<file path="src/rtl/fas_serial_unit.sv">
// Bit-serial N-bit add/sub around one fas cell, LSB first, result after N+1 edges.
// No backpressure: start is ignored while busy and accepted again in the done cycle.

module fas (
   input  logic a,
   input  logic b,
   input  logic cin,
   input  logic a_ns,
   output logic s,
   output logic cout
);
   logic ax;

   // Inverting a turns the majority carry into the subtract borrow.
   assign ax   = a_ns ? a : ~a;
   assign s    = a ^ b ^ cin;
   assign cout = (ax & b) | (ax & cin) | (b & cin);
endmodule

module fas_serial_unit #(
   parameter int N = 8
) (
   input  logic         clk,
   input  logic         rst,
   input  logic         start,
   input  logic         a_ns,
   input  logic [N-1:0] a,
   input  logic [N-1:0] b,
   input  logic         cin,
   output logic         busy,
   output logic         done,
   output logic [N-1:0] result,
   output logic         cout
);
   localparam int CW = $clog2(N);
   localparam logic [CW-1:0] LAST = CW'(N - 1);

   localparam logic [1:0] ST_IDLE = 2'd0;
   localparam logic [1:0] ST_RUN  = 2'd1;
   localparam logic [1:0] ST_DONE = 2'd2;

   logic [1:0]    state_q,  state_d;
   logic [N-1:0]  a_sh_q,   a_sh_d;
   logic [N-1:0]  b_sh_q,   b_sh_d;
   logic [N-2:0]  sum_sh_q, sum_sh_d;
   logic          carry_q,  carry_d;
   logic          op_q,     op_d;
   logic [CW-1:0] cnt_q,    cnt_d;
   logic [N-1:0]  result_q, result_d;
   logic          cout_q,   cout_d;

   logic fas_s;
   logic fas_cout;

   fas u_fas (
      .a    (a_sh_q[0]),
      .b    (b_sh_q[0]),
      .cin  (carry_q),
      .a_ns (op_q),
      .s    (fas_s),
      .cout (fas_cout)
   );

   always_comb begin
      state_d  = state_q;
      a_sh_d   = a_sh_q;
      b_sh_d   = b_sh_q;
      sum_sh_d = sum_sh_q;
      carry_d  = carry_q;
      op_d     = op_q;
      cnt_d    = cnt_q;
      result_d = result_q;
      cout_d   = cout_q;

      case (state_q)
         ST_IDLE, ST_DONE: begin
            if (start) begin
               a_sh_d  = a;
               b_sh_d  = b;
               op_d    = a_ns;
               carry_d = cin;
               cnt_d   = '0;
               state_d = ST_RUN;
            end else begin
               state_d = ST_IDLE;
            end
         end
         ST_RUN: begin
            a_sh_d   = {1'b0, a_sh_q[N-1:1]};
            b_sh_d   = {1'b0, b_sh_q[N-1:1]};
            // Upper N-1 sum bits only; the final bit goes straight into result.
            sum_sh_d = (N-1)'({fas_s, sum_sh_q} >> 1);
            carry_d  = fas_cout;
            cnt_d    = cnt_q + CW'(1);
            if (cnt_q == LAST) begin
               result_d = {fas_s, sum_sh_q};
               cout_d   = fas_cout;
               state_d  = ST_DONE;
            end
         end
         default: state_d = ST_IDLE;
      endcase
   end

   always_ff @(posedge clk or negedge rst) begin
      if (!rst) begin
         state_q  <= ST_IDLE;
         a_sh_q   <= '0;
         b_sh_q   <= '0;
         sum_sh_q <= '0;
         carry_q  <= 1'b0;
         op_q     <= 1'b0;
         cnt_q    <= '0;
         result_q <= '0;
         cout_q   <= 1'b0;
      end else begin
         state_q  <= state_d;
         a_sh_q   <= a_sh_d;
         b_sh_q   <= b_sh_d;
         sum_sh_q <= sum_sh_d;
         carry_q  <= carry_d;
         op_q     <= op_d;
         cnt_q    <= cnt_d;
         result_q <= result_d;
         cout_q   <= cout_d;
      end
   end

   assign busy   = (state_q == ST_RUN);
   assign done   = (state_q == ST_DONE);
   assign result = result_q;
   assign cout   = cout_q;
endmodule

</file>
<file path="config.mk">
export PLATFORM = sky130hd
export DESIGN_NAME = fas_serial_unit
export DESIGN_NICKNAME = d
export VERILOG_FILES = /design/src/rtl/fas_serial_unit.sv
export SDC_FILE = /design/constraint.sdc
export NUM_CORES = 1
export LEC_CHECK = 0
export BUFFER_PORTS_ARGS = -buffer_cell sky130_fd_sc_hd__clkbuf_2
export CORE_ASPECT_RATIO = 0.7
export CORE_MARGIN = 5
export CORE_UTILIZATION = 54
export CTS_BUF_LIST = sky130_fd_sc_hd__clkbuf_16
export DETAILED_ROUTE_END_ITERATION = 10
export GPL_ROUTABILITY_DRIVEN = 0
export PLACE_DENSITY = 0.78
export SLEW_MARGIN = 20
export SYNTH_ARGS = -nofsm -noshare
export SYNTH_HDL_FRONTEND = slang
export SYNTH_SLANG_ARGS = --single-unit
</file>
<file path="constraint.sdc">
create_clock -name clk -period 3 [get_ports clk]
set_input_delay 0.15 -clock clk [delete_from_list [all_inputs] [get_ports clk]]
set_output_delay 0.15 -clock clk [all_outputs]
set_load 0.05 [all_outputs]
</file>
# Yosys cells after proc, flatten, opt, wreduce, memory -nomap -nowiden
# Cells that the tools add are included.
[classes] mux=12 magnitude_cmp=0 eq_ne=5 add_sub_neg=1 n_reduce_logical=6 n_mul=0 n_div=0 n_bitwise=8 n_shift=0
[op_table] op="8-bit one-hot mux with 2 select lines" n=2
[op_table] op="8-bit two-way mux" n=2
[op_table] op="3-bit one-hot mux with 2 select lines" n=1
[op_table] op="2-bit AND reduction" n=3
[op_table] op="2-bit one-hot mux with 2 select lines" n=1
[op_table] op="3-bit by 1-bit adder with 3-bit output (second input constant)" n=1
[op_table] op="1-bit AND" n=3
[op_table] op="3-bit equality test (second input constant)" n=1
[op_table] op="1-bit two-way mux" n=3
[op_table] op="3-bit two-way mux" n=1
[op_table] op="2-bit by 1-bit equality test with 1-bit output (second input constant)" n=1
[op_table] op="2-bit equality test (second input constant)" n=1
[op_table] op="2-bit zero test" n=1
[op_table] op="2-bit two-way mux" n=1
[op_table] op="2-bit by 1-bit inequality test with 1-bit output (second input constant)" n=1
[op_table] op="2-bit inequality test (second input constant)" n=1
[op_table] op="1-bit bitwise OR" n=2
[op_table] op="1-bit one-hot mux with 2 select lines" n=1
[op_table] op="2-bit nonzero test" n=1
[op_table] op="2-bit OR reduction" n=1
[op_table] op="1-bit bitwise XOR" n=2
[op_table] op="1-bit inverter" n=1
[totals] mem_bits_rw=0 mem_count=0 out_inout_bits=11 input_bits=21 latchBits=0 romBits=0 wordCells=41 regBits=39

# Logic depth before layout (Yosys ltp)
[logic_depth] word_depth=6 depth_mapped=5 ltp_nobuf=5

# Hierarchy
# A second synthesis with hierarchy kept.
[hier_totals] hier_cells=165 area_unflattened_um2=1858.0
[by_module_without_submodules] module="fas_serial_unit" cells_each=161 area_per_inst_um2=1820.5 seq_area_each_um2=975.9 n_inst=1
[by_module_without_submodules] module="fas" cells_each=4 area_per_inst_um2=37.5 seq_area_each_um2=0.0 n_inst=1

# Least setup slack after synthesis
# OpenSTA, ideal clock, no wires.
[synth_path] kind="reg-to-reg" start="register cnt_q[0]" end="register result_q[0] (netlist: result[0])" t_arrival_ps=1278 path_slack_ps=1598 setup_ps=125 path_stages_with_launch=5 path_cell_list="dfrtp_1 ha_1 ha_1 nand3b_2 mux2_2"
[synth_via] elab_chain_cells=2
[synth_rtl] element="start: declaration" line="48" rtl="logic [CW-1:0] cnt_q, cnt_d;"
[synth_rtl] element="start signal: assignment" line="123" rtl="cnt_q <= cnt_d;"
[synth_rtl] element="3-bit equality test" line="95" rtl="if (cnt_q == LAST) begin"
[synth_rtl] element="2-bit AND reduction (no line)"
[synth_rtl] element="end signal: assignment" line="124" rtl="result_q <= result_d;"
[synth_rtl] element="end: declaration" line="49" rtl="logic [N-1:0] result_q, result_d;"
# No other way between the ends.
# A chain may end at the register's enable or synchronous reset.

# Worst setup path in the final report
[layout_path] start="register state_q[1]" end="output busy"
[layout_via] elab_chain_cells=1
[layout_rtl] element="start: declaration" line="42" rtl="logic [1:0] state_q, state_d;"
[layout_rtl] element="start signal: assignment" line="117" rtl="state_q <= state_d;"
[layout_rtl] element="2-bit by 1-bit equality test with 1-bit output" line="129" rtl="assign busy = (state_q == ST_RUN);"
[layout_rtl] element="end: declaration" line="30" rtl="output logic busy,"
# No other way between the ends.

==> flow_summary.json <==
{
  "status": "finished, violations left",
  "violations": "hold timing",
  "worstPathArrival_ps": 1440,
  "synth_adder_area_share_pct": 2.199,
  "insertion_delay_ps": 280,
  "start_util_pct": 57.65,
  "drv_cap": 0,
  "layout.nets": 213,
  "worst_pin_slew_ps": 924.2,
  "antenna_found_initial": 0,
  "dpl-instance-area_um2": 1794,
  "drv_slew": 0,
  "endpoint_kind": "output port",
  "finalSetupViolations": 0,
  "drt_wl_total_um": 3043,
  "crit_path_top_delay_cell": "dfrtp_1",
  "overflow": 0,
  "area_growth_pct": 18.65,
  "die_y_um": 56.26,
  "fin_skew_ps": 4.860,
  "synth_compound_area_share_pct": 9.249,
  "dp_slack_ps": 1427,
  "synth-seq-cells": 39,
  "drc_errors": 0,
  "crit_required_ps": 2850,
  "period_minus_slack_ps": 1586,
  "grt_pass1_vias": 1185,
  "port_buffers": 31,
  "synth_simple_gate_area_share_pct": 18.04,
  "fmax_mhz": 630.6,
  "ys_types": 23,
  "cts_tree": "done",
  "met3_usage_pct": 5.431,
  "globalRouteMet1Util_pct": 21.39,
  "path_cells": "nand2b_1, inv_1, clkbuf_2",
  "viasPerCell": 5.211,
  "cp_max_fo": 11,
  "num_io_pins": 32,
  "crit_type": "reg -> out",
  "clock_path_buffers": 2,
  "core_um2": 2863,
  "reg2reg_to": "carry_q",
  "syn-cell-area_um2": 1650,
  "synth_seq_area_share_pct": 59.14,
  "grt.busiest_layer": "met2",
  "cts_setup_buffers": 0,
  "cts_num_sinks": 39,
  "relSlewSlack_pct": 38.39,
  "synth_top_family_by_area": "simple AND/OR/NAND/NOR gates",
  "postCtsResizedCells": 0,
  "grt_max_degree": 41,
  "fin_crit_sh_pct": 52.86,
  "grt_usage_pct": 16.12,
  "ant_nets": 0,
  "cts_hold_buf": 0,
  "cts-buffers-inserted": 5,
  "rows": 16,
  "setup_slack_ps": 1414,
  "grt_pass1_wl_um": 5437,
  "timing.rr.start": "state_q[0]",
  "die_w_um": 76.08,
  "root_buffer": "clkbuf_16",
  "clk_pin_slew_ps": 60,
  "syn_inst": 160,
  "first_pass_iters": 4,
  "antenna_cells": 0,
  "ir_drop_mv": 0.5277,
  "yosys_warnings": 0,
  "use_met2_pct": 23.66,
  "hold_slack_ps": -0.5099,
  "htree_num_levels": 2,
  "drtIter0Drc": 64,
  "stdcell_area_um2": 1958,
  "rsz0062_at_grt": "false",
  "syn_nets": 183,
  "critPathLaunchType": "flop",
  "fp.dieArea_um2": 4280,
  "hpwl_um": 2014,
  "num_vias": 1183,
  "avgRoutedWirePerCell_um": 13.41,
  "p_leak_nw": 0.9800,
  "power_density_nw_per_um2": 1276,
  "max_stage_delay_ps": 390,
  "syn_area_per_cell_um2": 10.31,
  "reg2regPathDepth": 3,
  "rrSetupSlack_ps": 1430,
  "drive_above_1_share_pct": 26.18,
  "holdCritPathClass": "in -> async",
  "fin_tns_setup_ps": 0,
  "synthMuxAreaShare_pct": 5.459,
  "final_core_util_pct": 68.40,
  "hold_viol": 1,
  "synth_xor_area_share_pct": 1.592
}
==> critical path: cells and delay by family (launching register included) <==
family        cells  cell delay [ps]
buf+inv           2              600
flops             1              390
simple gates      1              160
==> Yosys cell counts <==
cell type	count	area, µm²
nand2_1	51	191.4
dfrtp_1	39	975.9
nor2_1	15	56.30
a31oi_1	14	87.58
mux2_2	8	90.09
a22o_1	4	35.03
buf_2	4	20.02
o21ai_0	4	20.02
buf_6	2	22.52
clkbuf_1	2	7.510
ha_1	2	25.02
inv_1	2	7.510
nand2b_1	2	12.51
xnor2_1	2	17.52
a221o_1	1	10.01
and2b_2	1	8.760
and3_1	1	6.260
clkbuf_8	1	13.76
maj3_2	1	11.26
nand3_1	1	5.000
nand3b_2	1	11.26
nor2b_1	1	6.260
xor2_1	1	8.760
==> registers in the layout, summed over array words and instances, names as in the netlist <==
name	flops
a_sh_q	8
carry_q	1
cout	1
result	8
cnt_q	3
sum_sh_q	7
state_q	2
op_q	1
b_sh_q	8
==> how the worst max path moves through the flow <==
stage / startpoint / slack, ps / to / depth (start not counted)
6_report: state_q[1] / 1410 / busy / 3
5_1_grt: state_q[0] / 1310 / carry_q / 3
4_1_cts: state_q[1] / 1390 / busy / 3
3_5_place_dp: state_q[0] / 1430 / carry_q / 3
3_3_place_gp: state_q[0] / 1470 / carry_q / 3
2_1_floorplan: cnt_q[0] / 1600 / result[0] / 4
==> cell usage in the layout (no fill, tap or decap), types with 2 or more instances in the layout <==
cell and count:
clkbuf_16 5, a22o_1 4, nor2_1 15, inv_1 2
ha_1 2, mux2_2 8, a31oi_1 14, clkbuf_2 31
dfrtp_1 39, o21ai_0 4, nand2_1 51, xnor2_1 2
nand2b_1 2
==> where the power goes <==
part	internal [mW]	total (mW)	switching, mW
clock network	0.387	0.584	0.196
logic	0.342	0.982	0.640
registers	0.781	0.933	0.152
==> kinds of logic (layout without fill, tap and decap cells) <==
| logic type | Yosys count | in the layout |
|---|---|---|
| AO/OA/AOI/OAI | 23 | 23 |
| XOR/XNOR | 3 | 3 |
| adder cells (fa/ha/maj) | 3 | 3 |
| buffers and inverters | 11 | 42 |
| flip-flops | 39 | 39 |
| multiplexers | 8 | 8 |
| AND/OR/NAND/NOR | 73 | 73 |
==> stage by stage <==
stage	total power, mW	instances
2_1_floorplan	1.734	160
3_3_place_gp	1.889	219
3_5_place_dp	1.926	219
4_1_cts	2.523	227
5_1_grt	2.675	227
6_report	2.499	227
==> routing by layer <==
layer,share of wire (%),vias to the layer above
li1,-,589
met1,48,565
met2,45,22
met3,4.7,7
met4,2.0,0
met5,0,-
==> final cells by class <==
| cell class | instances | area (µm²) |
|---|---|---|
| Sequential cell | 39 | 975.9 |
| Fill cell | 219 | 904.6 |
| Multi-Input combinational cell | 110 | 603.1 |
| Timing Repair Buffer | 32 | 162.7 |
| Clock buffer | 5 | 125.1 |
| Tap cell | 36 | 45.04 |
| Clock inverter | 3 | 38.79 |
| Inverter | 2 | 7.507 |
(Power assumes the default switching activity.)
